--- config.mk ---
export PLATFORM = sky130hd
export DESIGN_NAME = branch_resolver_flat
export DESIGN_NICKNAME = d
export VERILOG_FILES = /design/src/rtl/branch_resolver_if.sv /design/src/rtl/branch_resolver.sv /design/src/flat_wrapper.sv
export SDC_FILE = /design/constraint.sdc
export NUM_CORES = 1
export LEC_CHECK = 0
export ABC_AREA = 1
export CORE_MARGIN = 3
export CORE_UTILIZATION = 38
export CTS_BUF_LIST = sky130_fd_sc_hd__clkbuf_4 sky130_fd_sc_hd__clkbuf_8 sky130_fd_sc_hd__clkbuf_16
export DETAILED_ROUTE_END_ITERATION = 6
export PLACE_DENSITY = 0.66
export SETUP_SLACK_MARGIN = 0.4
export SYNTH_ARGS = -nofsm -noshare
export SYNTH_HDL_FRONTEND = slang
export SYNTH_SLANG_ARGS = --single-unit
--- constraint.sdc ---
create_clock -name clk -period 6.3 [get_ports clk]
set_input_delay 1.26 -clock clk [delete_from_list [all_inputs] [get_ports clk]]
set_output_delay 1.26 -clock clk [all_outputs]
set_load 0.02 [all_outputs]
--- src/rtl/branch_resolver_if.sv ---
// Request/response bundle between the execute pipeline and branch_resolver.
// The master drives requests and flush; the slave returns the resolved branch.
interface branch_resolver_if #(
    parameter int XLEN = 32
) ();
    logic            flush;
    logic            in_valid;
    logic            in_ready;
    logic [2:0]      funct3;
    logic [XLEN-1:0] a;
    logic [XLEN-1:0] b;
    logic [XLEN-1:0] pc;
    logic [XLEN-1:0] imm;
    logic            pred_taken;
    logic            out_valid;
    logic            out_ready;
    logic            taken;
    logic [XLEN-1:0] target;
    logic            mispredict;
    logic            misaligned;
    logic            error;

    modport master (
        output flush, in_valid, funct3, a, b, pc, imm, pred_taken, out_ready,
        input  in_ready, out_valid, taken, target, mispredict, misaligned, error
    );

    modport slave (
        input  flush, in_valid, funct3, a, b, pc, imm, pred_taken, out_ready,
        output in_ready, out_valid, taken, target, mispredict, misaligned, error
    );
endinterface

--- src/rtl/branch_resolver.sv ---
// Multi-cycle branch resolver: compares rs1/rs2 one CHUNK-bit slice per cycle,
// MSB slice first, then registers taken/target/mispredict for the consumer.
module branch_resolver #(
    parameter int XLEN       = 32,
    parameter int CHUNK      = 8,
    parameter int EARLY_EXIT = 1
) (
    input  logic               clk,
    input  logic               rst,
    branch_resolver_if.slave   bus
);
    localparam int N     = XLEN / CHUNK;
    localparam int IDX_W = (N > 1) ? $clog2(N) : 1;

    localparam logic [1:0] IDLE = 2'd0;
    localparam logic [1:0] BUSY = 2'd1;
    localparam logic [1:0] DONE = 2'd2;

    localparam logic [IDX_W-1:0] IDX_TOP = IDX_W'(N - 1);
    localparam logic [IDX_W-1:0] IDX_ONE = IDX_W'(1);

    logic [1:0]       state_q, state_d;
    logic [IDX_W-1:0] idx_q, idx_d;
    logic [2:0]       f3_q, f3_d;
    logic [XLEN-1:0]  a_q, a_d, b_q, b_d, pc_q, pc_d, imm_q, imm_d;
    logic             pred_q, pred_d;
    logic             diff_q, diff_d, lt_q, lt_d;
    logic             valid_q, valid_d;
    logic             taken_q, taken_d;
    logic [XLEN-1:0]  target_q, target_d;
    logic             mispredict_q, mispredict_d;
    logic             misaligned_q, misaligned_d;
    logic             error_q, error_d;

    logic             in_ready_s, accept_s, illegal_s, finish_s;
    logic [XLEN-1:0]  sign_mask_s, a_cmp_s, b_cmp_s, tgt_s;
    logic [CHUNK-1:0] sa_s, sb_s;
    logic             sl_diff_s, diff_now_s, lt_now_s, cond_s;

    assign in_ready_s = !rst && !bus.flush &&
                        ((state_q == IDLE) || ((state_q == DONE) && bus.out_ready));
    assign accept_s   = in_ready_s && bus.in_valid;

    // Slice compare and condition decode from the latched operation.
    always_comb begin
        illegal_s   = (f3_q[2:1] == 2'b01);
        // Flipping the sign bit turns a signed compare into an unsigned one.
        sign_mask_s = (f3_q[2:1] == 2'b10) ? {1'b1, {(XLEN-1){1'b0}}} : {XLEN{1'b0}};
        a_cmp_s     = a_q ^ sign_mask_s;
        b_cmp_s     = b_q ^ sign_mask_s;
        sa_s        = a_cmp_s[idx_q*CHUNK +: CHUNK];
        sb_s        = b_cmp_s[idx_q*CHUNK +: CHUNK];
        sl_diff_s   = (sa_s != sb_s);
        diff_now_s  = diff_q || sl_diff_s;
        lt_now_s    = diff_q ? lt_q : (sa_s < sb_s);
        finish_s    = illegal_s || (sl_diff_s && (EARLY_EXIT != 0)) || (idx_q == {IDX_W{1'b0}});
        case (f3_q)
            3'b000:  cond_s = !diff_now_s;
            3'b001:  cond_s = diff_now_s;
            3'b100:  cond_s = lt_now_s;
            3'b101:  cond_s = !lt_now_s;
            3'b110:  cond_s = lt_now_s;
            3'b111:  cond_s = !lt_now_s;
            default: cond_s = 1'b0;
        endcase
        tgt_s = cond_s ? (pc_q + imm_q) : (pc_q + XLEN'(32'd4));
    end

    // Next-state logic: flush beats accept, accept beats the running compare.
    always_comb begin
        state_d      = state_q;
        idx_d        = idx_q;
        f3_d         = f3_q;
        a_d          = a_q;
        b_d          = b_q;
        pc_d         = pc_q;
        imm_d        = imm_q;
        pred_d       = pred_q;
        diff_d       = diff_q;
        lt_d         = lt_q;
        valid_d      = valid_q;
        taken_d      = taken_q;
        target_d     = target_q;
        mispredict_d = mispredict_q;
        misaligned_d = misaligned_q;
        error_d      = error_q;
        if (bus.flush) begin
            state_d = IDLE;
            valid_d = 1'b0;
        end else if (accept_s) begin
            state_d = BUSY;
            idx_d   = IDX_TOP;
            f3_d    = bus.funct3;
            a_d     = bus.a;
            b_d     = bus.b;
            pc_d    = bus.pc;
            imm_d   = bus.imm;
            pred_d  = bus.pred_taken;
            diff_d  = 1'b0;
            lt_d    = 1'b0;
            valid_d = 1'b0;
        end else begin
            case (state_q)
                BUSY: begin
                    diff_d = diff_now_s;
                    lt_d   = lt_now_s;
                    if (finish_s) begin
                        state_d      = DONE;
                        valid_d      = 1'b1;
                        taken_d      = cond_s;
                        target_d     = tgt_s;
                        mispredict_d = !illegal_s && (cond_s ^ pred_q);
                        misaligned_d = cond_s && (tgt_s[1:0] != 2'b00);
                        error_d      = illegal_s;
                    end else begin
                        idx_d = idx_q - IDX_ONE;
                    end
                end
                DONE: begin
                    if (bus.out_ready) begin
                        state_d = IDLE;
                        valid_d = 1'b0;
                    end else begin
                        state_d = DONE;
                    end
                end
                default: begin
                    state_d = state_q;
                end
            endcase
        end
    end

    // State and output registers.
    always_ff @(posedge clk or posedge rst) begin
        if (rst) begin
            state_q      <= IDLE;
            idx_q        <= {IDX_W{1'b0}};
            f3_q         <= 3'b000;
            a_q          <= {XLEN{1'b0}};
            b_q          <= {XLEN{1'b0}};
            pc_q         <= {XLEN{1'b0}};
            imm_q        <= {XLEN{1'b0}};
            pred_q       <= 1'b0;
            diff_q       <= 1'b0;
            lt_q         <= 1'b0;
            valid_q      <= 1'b0;
            taken_q      <= 1'b0;
            target_q     <= {XLEN{1'b0}};
            mispredict_q <= 1'b0;
            misaligned_q <= 1'b0;
            error_q      <= 1'b0;
        end else begin
            state_q      <= state_d;
            idx_q        <= idx_d;
            f3_q         <= f3_d;
            a_q          <= a_d;
            b_q          <= b_d;
            pc_q         <= pc_d;
            imm_q        <= imm_d;
            pred_q       <= pred_d;
            diff_q       <= diff_d;
            lt_q         <= lt_d;
            valid_q      <= valid_d;
            taken_q      <= taken_d;
            target_q     <= target_d;
            mispredict_q <= mispredict_d;
            misaligned_q <= misaligned_d;
            error_q      <= error_d;
        end
    end

    assign bus.in_ready   = in_ready_s;
    assign bus.out_valid  = valid_q;
    assign bus.taken      = taken_q;
    assign bus.target     = target_q;
    assign bus.mispredict = mispredict_q;
    assign bus.misaligned = misaligned_q;
    assign bus.error      = error_q;
endmodule

--- src/flat_wrapper.sv ---
// flat-port wrapper written by rule: the top's interface ports become plain ports
module branch_resolver_flat 
#(
    parameter int XLEN       = 32,
    parameter int CHUNK      = 8,
    parameter int EARLY_EXIT = 1
)
  (clk, rst, bus_flush, bus_in_valid, bus_funct3, bus_a, bus_b, bus_pc, bus_imm, bus_pred_taken, bus_out_ready, bus_in_ready, bus_out_valid, bus_taken, bus_target, bus_mispredict, bus_misaligned, bus_error);
  branch_resolver_if #(.XLEN(XLEN)) bus_i ();
  input  logic clk;
  input  logic rst;
  input wire logic [$bits(bus_i.flush)-1:0] bus_flush;
  input wire logic [$bits(bus_i.in_valid)-1:0] bus_in_valid;
  input wire logic [$bits(bus_i.funct3)-1:0] bus_funct3;
  input wire logic [$bits(bus_i.a)-1:0] bus_a;
  input wire logic [$bits(bus_i.b)-1:0] bus_b;
  input wire logic [$bits(bus_i.pc)-1:0] bus_pc;
  input wire logic [$bits(bus_i.imm)-1:0] bus_imm;
  input wire logic [$bits(bus_i.pred_taken)-1:0] bus_pred_taken;
  input wire logic [$bits(bus_i.out_ready)-1:0] bus_out_ready;
  output wire logic [$bits(bus_i.in_ready)-1:0] bus_in_ready;
  output wire logic [$bits(bus_i.out_valid)-1:0] bus_out_valid;
  output wire logic [$bits(bus_i.taken)-1:0] bus_taken;
  output wire logic [$bits(bus_i.target)-1:0] bus_target;
  output wire logic [$bits(bus_i.mispredict)-1:0] bus_mispredict;
  output wire logic [$bits(bus_i.misaligned)-1:0] bus_misaligned;
  output wire logic [$bits(bus_i.error)-1:0] bus_error;
  assign bus_i.flush = bus_flush;
  assign bus_i.in_valid = bus_in_valid;
  assign bus_i.funct3 = bus_funct3;
  assign bus_i.a = bus_a;
  assign bus_i.b = bus_b;
  assign bus_i.pc = bus_pc;
  assign bus_i.imm = bus_imm;
  assign bus_i.pred_taken = bus_pred_taken;
  assign bus_i.out_ready = bus_out_ready;
  assign bus_in_ready = bus_i.in_ready;
  assign bus_out_valid = bus_i.out_valid;
  assign bus_taken = bus_i.taken;
  assign bus_target = bus_i.target;
  assign bus_mispredict = bus_i.mispredict;
  assign bus_misaligned = bus_i.misaligned;
  assign bus_error = bus_i.error;
  branch_resolver #(.XLEN(XLEN), .CHUNK(CHUNK), .EARLY_EXIT(EARLY_EXIT)) u_core (.clk(clk), .rst(rst), .bus(bus_i));
endmodule
==> impl_metrics.tcl <==
set metrics [dict create \
    status "complete, no violations" \
    startpoint_type "flop" \
    fmax_mhz 236 \
    layout-drive-gt1-share 0.0373 \
    drv_cap 0 \
    cp_max_fo 53 \
    finClkSkew_ns 0.0148 \
    r2r-start "u_core.idx_q[0]" \
    cts_root_buf "clkbuf_16" \
    critPathSlowestCell "clkinv_1" \
    globalRouteTotalUtil 0.228 \
    worst_skew_pair.late_latency_ns 0.45 \
    yosys_warnings 0 \
    hold_viol_final 0 \
    rsz0062_at_grt "false" \
    final.setup.tns_ns 0 \
    setup_viol 0 \
    fp.dieW_um 176 \
    num_vias 10700 \
    wl_per_cell_um 16.2 \
    syn_inst 1634 \
    cts_setup_buffers 0 \
    grt_max_degree 176 \
    routed_wl_um 35100 \
    clk_pin_slew_ns 0.08 \
    grt.overflow.total 0 \
    io-pin-count 175 \
    die_h_um 176 \
    clockBufferDepth 2 \
    place.detailed.hpwl_um 26600 \
    r2r_end "u_core.bus.target[15]" \
    cts_sinks 175 \
    crit_top_cell "nand2_1" \
    crit_type "reg2reg" \
    die_area_mm2 0.0311 \
    netlist-cell-type-count 42 \
    crit_chain "buf_4 > clkinv_1 > o21ai_0 > o22ai_1 > ha_1 > nand2_1 > nor2_1 > nand3b_2 > o21ai_4 > nand3_4 > or2_0 > nand3_1 > nand2_1" \
    place_congestion 0.933 \
    coreArea_mm2 0.0282 \
    period_needed_ns 4.24 \
    syn_nets 1813 \
    cts_hold_buf 0 \
    syn_to_final_growth_pct 24.1 \
    peakVddDrop_mv 0.180 \
    p_leak_nw 7.06 \
    cts_resized 0 \
    worstSetupEndpointType "flop" \
    syn_area_mm2 0.0110 \
    dr.pass1.iters 7 \
    required_ns 6.63 \
    async_reset_ff_frac 1.00 \
    ff2ff_path_depth 13 \
    hold_path.class "reg2reg" \
    antenna_left 0 \
    ctsHtreeMaxLevel 4 \
    slew_headroom 0.348 \
    yosysSeqAreaShare 0.397 \
    cts_tree "yes" \
    pre_cts_ws_ns 2.13 \
    placementRows 61 \
    start_util 0.391 \
    synth_ff_type "dfrtp_1" \
    drt-initial-drc-count 981 \
    worst_slack_ns 2.06 \
    tightestPinTransition_ns 0.978 \
    ff2ff_setup_slack_ns 2.06 \
    antenna_found_initial 2 \
    endpoint "u_core.bus.target[15]" \
    drc 0 \
    post-route-period-util 0.673 \
    slowest_delay_ns 0.65 \
    grt_pass1_wl_um 55100 \
    power_mw 5.48 \
    synth_area_per_cell_um2 6.74 \
    cts_buffers 17 \
    worstPathArrival_ns 4.58 \
    grt_pass1_vias 10400 \
    antennaDiodeCount 0 \
    drv_slew 0 \
    synth_edf_count 0 \
    synth_seq_cells 175 \
    nets 1961 \
    crit_path_start "u_core.idx_q[0]" \
    vias_per_cell 4.90 \
    numPortBuffers 174 \
    power_density_mw_per_mm2 401 \
]
synthesized netlist by cell type, types with 15 or more instances:
cell,instances,area (um2)
clkbuf_1,18,67.6
nor2_1,127,477
a21oi_1,36,180
nand3_1,75,375
nand2_1,750,2820
inv_1,177,664
o21ai_0,64,320
o21ai_1,15,75.1
ha_1,41,513
xor2_1,28,245
buf_2,17,85.1
dfrtp_1,175,4380
where the power goes:
| group | leakage (nW) | internal [mW] | switching, mW | total, mW |
|---|---|---|---|---|
| clock network | 0.303 | 0.583 | 0.559 | 1.14 |
| logic | 4.58 | 0.964 | 1.58 | 2.55 |
| registers | 2.18 | 1.47 | 0.324 | 1.79 |
| total | 7.06 | 3.01 | 2.47 | 5.48 |
worst min path at each step:
stage,startpoint,end,slack (ns),cells past startpoint
final,u_core.bus.target[17],u_core.bus.target[17],0.49,2
after floorplan,u_core.b_q[16],u_core.b_q[16],0.44,2
after detailed placement,u_core.bus.target[6],u_core.bus.target[6],0.47,2
after global routing,u_core.bus.target[6],u_core.bus.target[6],0.51,2
after global placement,u_core.b_q[11],u_core.b_q[11],0.47,2
after CTS,u_core.a_q[8],u_core.a_q[8],0.49,2
flip-flops by register name (all words and copies together) (netlist names):
signal,cells
u_core.lt_q,1
u_core.diff_q,1
u_core.bus.target,32
u_core.bus.error,1
u_core.bus.misaligned,1
u_core.imm_q,32
u_core.bus.taken,1
u_core.pc_q,32
u_core.bus.out_valid,1
u_core.f3_q,3
u_core.bus.mispredict,1
u_core.idx_q,2
u_core.b_q,32
u_core.a_q,32
u_core.state_q,2
u_core.pred_q,1
cell type report:
cell class | instances | area, um2
inverter | 188 | 712
clock buffer | 17 | 425
fill | 2874 | 14500
tap | 378 | 473
multi-input combinational | 1220 | 5660
sequential | 175 | 4380
clock inverter | 15 | 214
timing repair buffer | 180 | 1810
metrics by stage:
stage	instance area [um2]	hold WS (ns)	std cells	utilization
5_1_grt	13700	0.511	2173	0.485
3_5_place_dp	13000	0.466	2141	0.463
6_report	13700	0.489	2173	0.485
2_1_floorplan	11000	0.444	1634	-
3_3_place_gp	13000	0.468	2141	0.463
4_1_cts	13700	0.490	2173	0.485
routing by layer:
| layer | routed length (um) | track usage |
|---|---|---|
| met5 | 22 | 0 |
| met4 | 832 | 0.0663 |
| met3 | 2120 | 0.0439 |
| met2 | 16600 | 0.386 |
| met1 | 15500 | 0.298 |
cells in the final DEF, fill, tap and decap left out, types with 3 or more instances in the layout:
cell	instances
o21ai_1	15
inv_6	3
o21ai_0	64
nand2_1	749
clkdlybuf4s50_1	174
o22ai_1	7
nor2_2	4
clkinv_1	4
or2_2	3
nor2_1	127
clkbuf_16	17
ha_1	41
o211ai_2	5
xor2_1	28
xnor2_1	10
clkinv_8	6
nor3_2	3
dfrtp_1	175
nand4_1	11
or2_0	5
a21oi_1	36
nand3_1	75
inv_2	6
nand3b_1	4
inv_1	176
buf_4	4
nor3_1	13
worst max-delay path, delay by kind of cell (launching register included):
family                   cells  cell delay (ns)
AO/OA/AOI/OAI                3             0.96
buffers and inverters        2             0.98
AND/OR/NAND/NOR              7             1.54
adder cells (fa/ha/maj)      1             0.30
flip-flops                   1             0.33
cells by family (layout without fill, tap and decap cells):
logic type / after synthesis / after routing / share of synthesized area
AOI/OAI and AO/OA: 137 / 137 / 0.0697
adders and majority gates: 42 / 42 / 0.0484
xor gates and xnor gates: 38 / 38 / 0.0302
and+or+nand+nor: 1003 / 1003 / 0.364
buffers and inverters: 239 / 400 / 0.0898
DFF: 175 / 175 / 0.397
(Power assumes the default switching activity.)
